### src/rtl/mul_seq_arbiter.sv
// Round-robin sequencer that shares one repeated-addition multiplier datapath
// among N_REQ requesters: captures the winner's operands, steps the datapath
// through load/add phases and returns the product with a one-cycle done pulse.
module mul_seq_arbiter #(
   parameter int unsigned N_REQ = 2,
   parameter int unsigned WIDTH = 16
) (
   input  logic                     clk,
   input  logic                     rst_n,
   input  logic [N_REQ-1:0]         req,
   input  logic [N_REQ*WIDTH-1:0]   a_in,
   input  logic [N_REQ*WIDTH-1:0]   b_in,
   output logic [N_REQ-1:0]         grant,
   output logic [N_REQ-1:0]         done,
   output logic [WIDTH-1:0]         result,
   output logic [WIDTH-1:0]         data_in,
   output logic                     LdA,
   output logic                     LdB,
   output logic                     LdP,
   output logic                     clrP,
   output logic                     decB,
   input  logic                     eqz,
   input  logic [WIDTH-1:0]         prod
);

   localparam int unsigned IDX_W = (N_REQ > 1) ? $clog2(N_REQ) : 1;

   typedef enum logic [1:0] {
      IDLE  = 2'd0,
      LOADA = 2'd1,
      LOADB = 2'd2,
      ADD   = 2'd3
   } state_t;

   state_t              state;
   state_t              state_nxt;
   logic [IDX_W-1:0]    ptr;
   logic [IDX_W-1:0]    owner;
   logic [IDX_W-1:0]    win_idx;
   logic                win_vld;
   logic [WIDTH-1:0]    op_a;
   logic [WIDTH-1:0]    op_b;
   logic [WIDTH-1:0]    a_sl [N_REQ];
   logic [WIDTH-1:0]    b_sl [N_REQ];

   // (base + off) mod N_REQ, valid for off < N_REQ
   function automatic logic [IDX_W-1:0] wrap_idx(input logic [IDX_W-1:0] base,
                                                  input int unsigned      off);
      int unsigned s;
      s = 32'(base) + off;
      if (s >= N_REQ) begin
         s = s - N_REQ;
      end
      return IDX_W'(s);
   endfunction

   // Split the flat operand buses into per-requester slices
   for (genvar g = 0; g < N_REQ; g++) begin : g_slice
      assign a_sl[g] = a_in[g*WIDTH +: WIDTH];
      assign b_sl[g] = b_in[g*WIDTH +: WIDTH];
   end

   // Round-robin pick: first active request at or above the pointer, with wrap
   always_comb begin
      win_vld = 1'b0;
      win_idx = '0;
      for (int unsigned k = 0; k < N_REQ; k++) begin
         if (!win_vld && req[wrap_idx(ptr, k)]) begin
            win_vld = 1'b1;
            win_idx = wrap_idx(ptr, k);
         end
      end
   end

   // State register
   always_ff @(posedge clk or negedge rst_n) begin
      if (!rst_n) begin
         state <= IDLE;
      end else begin
         state <= state_nxt;
      end
   end

   // Next state and datapath strobes decoded from the current state (+eqz in ADD)
   always_comb begin
      state_nxt = state;
      data_in   = '0;
      LdA       = 1'b0;
      LdB       = 1'b0;
      LdP       = 1'b0;
      clrP      = 1'b0;
      decB      = 1'b0;
      case (state)
         IDLE: begin
            if (win_vld) begin
               state_nxt = LOADA;
            end
         end
         LOADA: begin
            data_in   = op_a;
            LdA       = 1'b1;
            state_nxt = LOADB;
         end
         LOADB: begin
            data_in   = op_b;
            LdB       = 1'b1;
            clrP      = 1'b1;
            state_nxt = ADD;
         end
         ADD: begin
            if (!eqz) begin
               LdP  = 1'b1;
               decB = 1'b1;
            end else begin
               state_nxt = IDLE;
            end
         end
         default: state_nxt = IDLE;
      endcase
   end

   // Grant/operand capture on acceptance; result, done pulse and pointer advance on completion
   always_ff @(posedge clk or negedge rst_n) begin
      if (!rst_n) begin
         grant  <= '0;
         done   <= '0;
         result <= '0;
         ptr    <= '0;
         owner  <= '0;
         op_a   <= '0;
         op_b   <= '0;
      end else begin
         done <= '0;
         if (state == IDLE && win_vld) begin
            grant <= N_REQ'(1) << win_idx;
            owner <= win_idx;
            op_a  <= a_sl[win_idx];
            op_b  <= b_sl[win_idx];
         end
         if (state == ADD && eqz) begin
            result <= prod;
            done   <= grant;
            grant  <= '0;
            ptr    <= wrap_idx(owner, 1);
         end
      end
   end

endmodule

### config.mk
export PLATFORM = sky130hd
export DESIGN_NAME = mul_seq_arbiter
export DESIGN_NICKNAME = d
export VERILOG_FILES = /design/src/rtl/mul_seq_arbiter.sv
export SDC_FILE = /design/constraint.sdc
export NUM_CORES = 1
export LEC_CHECK = 0
export CORE_MARGIN = 1.5
export CORE_UTILIZATION = 38
export CTS_CLUSTER_SIZE = 25
export DETAILED_ROUTE_END_ITERATION = 8
export PLACE_DENSITY_LB_ADDON = 0.2
export SYNTH_ARGS = -nofsm -noshare
export SYNTH_HDL_FRONTEND = slang
export SYNTH_SLANG_ARGS = --single-unit
### constraint.sdc
create_clock -name clk -period 1.5 [get_ports clk]
set_clock_uncertainty 0.1 [all_clocks]
set_input_delay 0.3 -clock clk [delete_from_list [all_inputs] [get_ports clk]]
set_output_delay 0.3 -clock clk [all_outputs]
set_load 0.1 [all_outputs]
==> impl_metrics.py, run 1 <==
metrics = {
    "die": {
        "ios": 126,
        "coreArea_mm2": 0.00737,
        "die_area_mm2": 0.00824,
        "die_x_um": 90.8,
        "num_rows": 31,
        "die_h_um": 90.8,
        "initial_core_util_pct": 39.7,
    },
    "synth": {
        "syn_area_per_cell_um2": 10.1,
        "syn-num-nets": 380,
        "netlist.area_leader.share_pct": 47.9,
        "yosysWarningCount": 0,
        "ys_top_cells_by_area": "dfrtp_1 48%, a31oi_1 7.1%, a21oi_1 5.6%, o21ai_0 5.5%, nor2_1 4.4%",
        "ys_seq_area_share_pct": 47.9,
        "syn_area_mm2": 0.00293,
        "syn_inst": 289,
        "synth_seq_cells": 56,
        "ys_types": 29,
        "yosys.area.top_type": "dfrtp_1",
    },
    "routing": {
        "dr.pass1.iters": 4,
        "wl_per_cell_um": 24.3,
        "drc_errors": 0,
        "drt_iter0_drc": 200,
        "ant_nets": 0,
        "vias_per_cell": 5.85,
        "routed_wl_um": 13300,
        "via_count": 3207,
    },
    "grt": {
        "grt_pass1_wl_um": 16100,
        "antenna_found_initial": 1,
        "grt_overflow": 0,
        "grt_max_degree": 36,
        "grt_pass1_vias": 3148,
        "gr-usage-all-layers_pct": 24.9,
    },
    "cells_and_area": {
        "final_common_cell": "clkdlybuf4s50_1",
        "final_cell_mix": "81 x clkdlybuf4s50_1, 56 x dfrtp_1, 54 x buf_12, 29 x o21ai_0, 27 x a31oi_4",
        "nNetsFinal": 539,
        "drive_gt1_share_pct": 51.8,
        "syn_to_final_growth_pct": 115,
    },
    "placed_design": {
        "place_congestion": 0.832,
        "port_buffers": 125,
        "hpwl_um": 6630,
    },
    "clock_network": {
        "cts_buffers": 5,
        "cts_tree": "yes",
        "htree_levels": 2,
        "clock_path_buffers": 2,
        "clock_sinks": 56,
        "worstSkewPairLatency_ns": 0.32,
        "cts_root_buf": "clkbuf_8",
        "clkTransAtPathRegs_ns": 0.11,
    },
    "sta": {
        "setup_viol": 77,
        "tightest_slew_ns": 0.599,
        "slew_headroom_pct": 60.1,
        "hold_viol": 0,
        "rsz0062_at_grt": "yes",
        "fin_tns_setup_ns": -23.89,
        "finalCritPeriodShare_pct": 144,
        "layout_min_cycle_time_ns": 2.16,
        "max_freq_mhz": 463,
        "finalMaxSlewViolations": 0,
        "layout_setup_ws_ns": -0.658,
    },
    "outcome": {
        "run_status": "complete, but fails checks",
        "violations": "negative setup slack",
    },
    "critical_path": {
        "r2r_start": "state[1]",
        "cp-startpoint": "state[0]",
        "path_class": "flop to output pin",
        "cp-end-kind": "output pin",
        "crit_arrival_ns": 1.76,
        "required_ns": 1.10,
        "worstPathMaxFanout": 9,
        "cp-start-kind": "flop",
    },
    "hold_path": {
        "hold_start": "req[1]",
        "hold_class": "input port to flop",
    },
    "run": {
        "maxCapViolations": 0,
    },
}
kinds of logic after synthesis:
logic type	Yosys count	share of synthesized area (%)
muxes	18	7.78
and+or+nand+nor	57	9.23
buffers and inverters	31	7.91
DFF	56	47.9
adders and majority gates	6	2.57
AOI/OAI and AO/OA	121	24.6
synth_stat cells:
| cell | instances |
|---|---|
| a21oi_1 | 33 |
| a21oi_2 | 1 |
| a22oi_1 | 16 |
| a31oi_1 | 33 |
| a32o_1 | 1 |
| a32oi_1 | 1 |
| and2b_1 | 1 |
| and3_1 | 2 |
| buf_2 | 8 |
| buf_4 | 2 |
| buf_6 | 9 |
| clkbuf_1 | 6 |
| clkbuf_8 | 3 |
| dfrtp_1 | 56 |
| ha_1 | 6 |
| inv_1 | 3 |
| mux2_1 | 1 |
| mux2_2 | 9 |
| mux2_4 | 7 |
| mux2i_1 | 1 |
| nand2_1 | 1 |
| nand2_2 | 1 |
| nand2b_1 | 1 |
| nor2_1 | 34 |
| nor2b_1 | 17 |
| o21a_4 | 1 |
| o21ai_0 | 32 |
| o21ai_1 | 2 |
| o21ai_4 | 1 |
stage by stage:
| stage | utilization [%] | hold slack [ns] | setup WS (ns) | area (µm²) | cells |
|---|---|---|---|---|---|
| 6_report | 85.3 | 0.279 | -0.658 | 6280 | 548 |
| 5_1_grt | 85.3 | 0.282 | -0.687 | 6280 | 548 |
| 4_1_cts | 73.4 | 0.221 | -0.555 | 5410 | 532 |
| 3_5_place_dp | 68.0 | 0.198 | -0.278 | 5010 | 512 |
| 3_3_place_gp | 68.0 | 0.173 | -0.237 | 5010 | 512 |
| 2_1_floorplan | - | -0.0956 | -0.710 | 3180 | 289 |
layout make-up:
type	count	area, µm²
clock buffers	5	68.8
diodes	1	2.50
flip-flops and latches	56	1400
repair buffers	180	2420
clock inverters	2	60.1
inverters	3	13.8
multi-input cells	202	2190
well taps	99	124
fillers	349	1090
metal layers:
| layer | vias to the layer above | share of wire (%) | track usage (%) |
|---|---|---|---|
| met5 | - | 0 | 0 |
| met2 | 164 | 54 | 44.5 |
| met4 | 0 | 4.1 | 10.3 |
| met3 | 43 | 5.8 | 3.20 |
| li1 | 1366 | - | - |
| met1 | 1634 | 36 | 30.0 |
path summary, 6_finish.rpt:
kind	slack (ns)	cells after the start	endpoint
hold / removal	0.28	2	grant[0]
setup / recovery	-0.66	6	data_in[7]
hold reg to reg	0.39	1	ptr
max in group asynchronous	0.37	3	op_b[3]
setup reg to reg	-0.48	8	state[1]
min in group asynchronous	0.39	2	op_b[12]
state kept, by name (all words and copies together), names as in the netlist:
name	count
op_a	16
done	2
op_b	16
grant	2
ptr	1
result	16
owner	1
state	2
worst max-delay path, stage by stage, from the launching register on:
cell	delay (ns)
dfrtp_1	0.46
buf_6	0.16
ha_4	0.18
buf_12	0.15
a22oi_2	0.24
nor2b_4	0.08
buf_12	0.17
timing repair:
item | in CTS | in global routing
cloned | 1 | 8
endpoints found under the setup margin | 73 | 77
buffers inserted | 12 | 8
hold buffers | 1 | 0
gates resized for setup | 28 | 113
pin swaps | 3 | 36
hold endpoints to repair | 15 | 0
Power of run 1 is not shown: default switching activity piles up to over one toggle a cycle in this logic, so the estimate is an artifact.
==> run 2: changes to the inputs <==
- CORE_UTILIZATION: 38 -> 40
- CTS_BUF_LIST: not set -> sky130_fd_sc_hd__clkbuf_4 sky130_fd_sc_hd__clkbuf_8
==> run 2 against run 1 <==
The run still ends with negative setup slack left. Via count is 2.0% lower. Critical path type unchanged. Count of clock-buffer cells in the layout stayed put. Non-clock buffer count is 4 lower. Cell area is 5.5% lower. Register-to-register slack hardly changed. Wire length is 9.5% lower. Utilization is 0.23 points higher. Setup slack better by 0.024 ns. Highest routed layer unchanged. Fmax is 1.1% higher. Die area is 4.8% lower. Hold slack better by 0.10 ns. Largest cell class unchanged. Final cell count is 1.3% lower.
==> impl_metrics.py, run 2 (same netlist as run 1, synthesis figures left out) <==
metrics = {
    "critical_path": {
        "cp-start-kind": "flop",
        "cp-end-kind": "output pin",
        "r2r_slack_ns": -0.48,
        "required_ns": 1.10,
        "crit_arrival_ns": 1.73,
        "worstPathMaxFanout": 8,
        "path_class": "flop to output pin",
    },
    "grt": {
        "grt_overflow": 0,
        "grt_pass1_vias": 2995,
        "grt_max_degree": 57,
        "gr-usage-all-layers_pct": 25.1,
        "antenna_found_initial": 0,
        "grt_pass1_wl_um": 14900,
    },
    "clock_network": {
        "cts_tree": "yes",
        "clock_sinks": 56,
        "clkTransAtPathRegs_ns": 0.11,
        "cts_root_buf": "clkbuf_8",
        "cts_buffers": 5,
        "worstSkewPairLatency_ns": 0.32,
        "clock_path_buffers": 2,
        "htree_levels": 2,
    },
    "hold_path": {
        "hold_class": "input port to asynchronous set/reset pin",
    },
    "sta": {
        "rsz0062_at_grt": "yes",
        "finalCritPeriodShare_pct": 142,
        "max_freq_mhz": 469,
        "fin_hold_ws_ns": 0.381,
        "finalMaxSlewViolations": 0,
        "layout_min_cycle_time_ns": 2.13,
        "slew_headroom_pct": 66.6,
        "setup_viol": 74,
        "tightest_slew_ns": 0.499,
        "hold_viol": 0,
        "layout_setup_ws_ns": -0.634,
    },
    "routing": {
        "via_count": 3144,
        "drt_iter0_drc": 174,
        "dr.pass1.iters": 5,
        "drc_errors": 0,
        "routed_wl_um": 12000,
        "ant_nets": 0,
        "wl_per_cell_um": 22.2,
        "vias_per_cell": 5.81,
    },
    "run": {
        "maxCapViolations": 0,
    },
    "placed_design": {
        "dp.cells": 509,
        "preCtsSetupSlack_ns": -0.312,
        "place_congestion": 0.815,
        "hpwl_um": 6390,
        "port_buffers": 125,
    },
    "cells_and_area": {
        "final_cell_mix": "81 x clkdlybuf4s50_1, 56 x dfrtp_1, 51 x buf_12, 34 x nor2_1, 32 x o21ai_0",
        "fin_cells": 541,
        "final_common_cell": "clkdlybuf4s50_1",
        "final_util_pct": 85.5,
        "drive_gt1_share_pct": 45.8,
        "reg_top3": "op_a: 16 flops, op_b: 16 flops, result: 16 flops",
        "nNetsFinal": 535,
        "syn_to_final_growth_pct": 103,
        "n_antenna_cell": 0,
        "fillerInstances": 316,
    },
    "die": {
        "die_x_um": 88.5,
        "coreArea_mm2": 0.00694,
        "die_h_um": 88.5,
        "die_area_mm2": 0.00784,
        "initial_core_util_pct": 42.1,
        "ios": 126,
        "num_rows": 30,
    },
    "outcome": {
        "violations": "negative setup slack",
        "run_status": "complete, but fails checks",
    },
}
run 2: cell count changes in the layout (fill, tap and decap cells not counted), sizes merged:
cell / before / now
buf: 91 / 89
clkbuf: 11 / 8
bufinv: 2 / 0
clkinv: 0 / 1
diode: 1 / 0
dlymetal6s2s: 1 / 2
clkinvlp: 0 / 2
run 2: metal layers:
metal / wire (µm) / vias to the layer above / GRT usage, % / share of wire [%]
met5: 0 / - / 0 / 0
met4: 544 / 0 / 7.53 / 4.5
met3: 728 / 51 / 4.20 / 6.1
met2: 6410 / 176 / 44.7 / 53
met1: 4350 / 1561 / 31.4 / 36
li1: - / 1356 / - / -
run 2: layout make-up:
class,count,area [µm²],area share [%]
flip-flops and latches,56,1400,23.6
clock buffers,5,68.8,1.16
repair buffers,176,2300,38.8
well taps,96,120,2.02
inverters,3,11.3,0.190
multi-input cells,202,2010,33.8
clock inverters,3,23.8,0.400
run 2: path summary, 6_finish.rpt:
check                           cells past startpoint          to  startpoint
worst max register to register                      9    state[0]    state[1]
worst min-delay path                                3    op_b[12]       rst_n
worst min register to register                      1       owner       owner
min in group clk                                    1       owner       owner
max in group asynchronous                           3     op_a[7]       rst_n
worst max-delay path                                6  data_in[7]    state[1]
run 2: worst max-delay path, stage by stage (launching register included):
cell and delay (ns):
dfrtp_1 0.44, buf_6 0.13, ha_4 0.22, buf_8 0.17, a22oi_2 0.10, nor2b_4 0.16
buf_12 0.19
run 2: per-stage QoR:
step,TNS (ns),area [µm²]
after global routing,-21.02,5940
final,-18.68,5940
after floorplan,-13.43,3180
after global placement,-13.70,4980
after detailed placement,-15.95,4980
after CTS,-14.24,5320
run 2: repair_timing:
| action | in CTS | in global routing |
|---|---|---|
| setup buffers | 13 | 8 |
| cloned | 1 | 4 |
| endpoints found under the setup margin | 72 | 74 |
| gates resized for setup | 21 | 66 |
| hold endpoints to repair | 56 | 0 |
| pin swaps | 2 | 34 |
| hold buffers | 1 | 0 |
Power of run 2 is left out for the same reason.
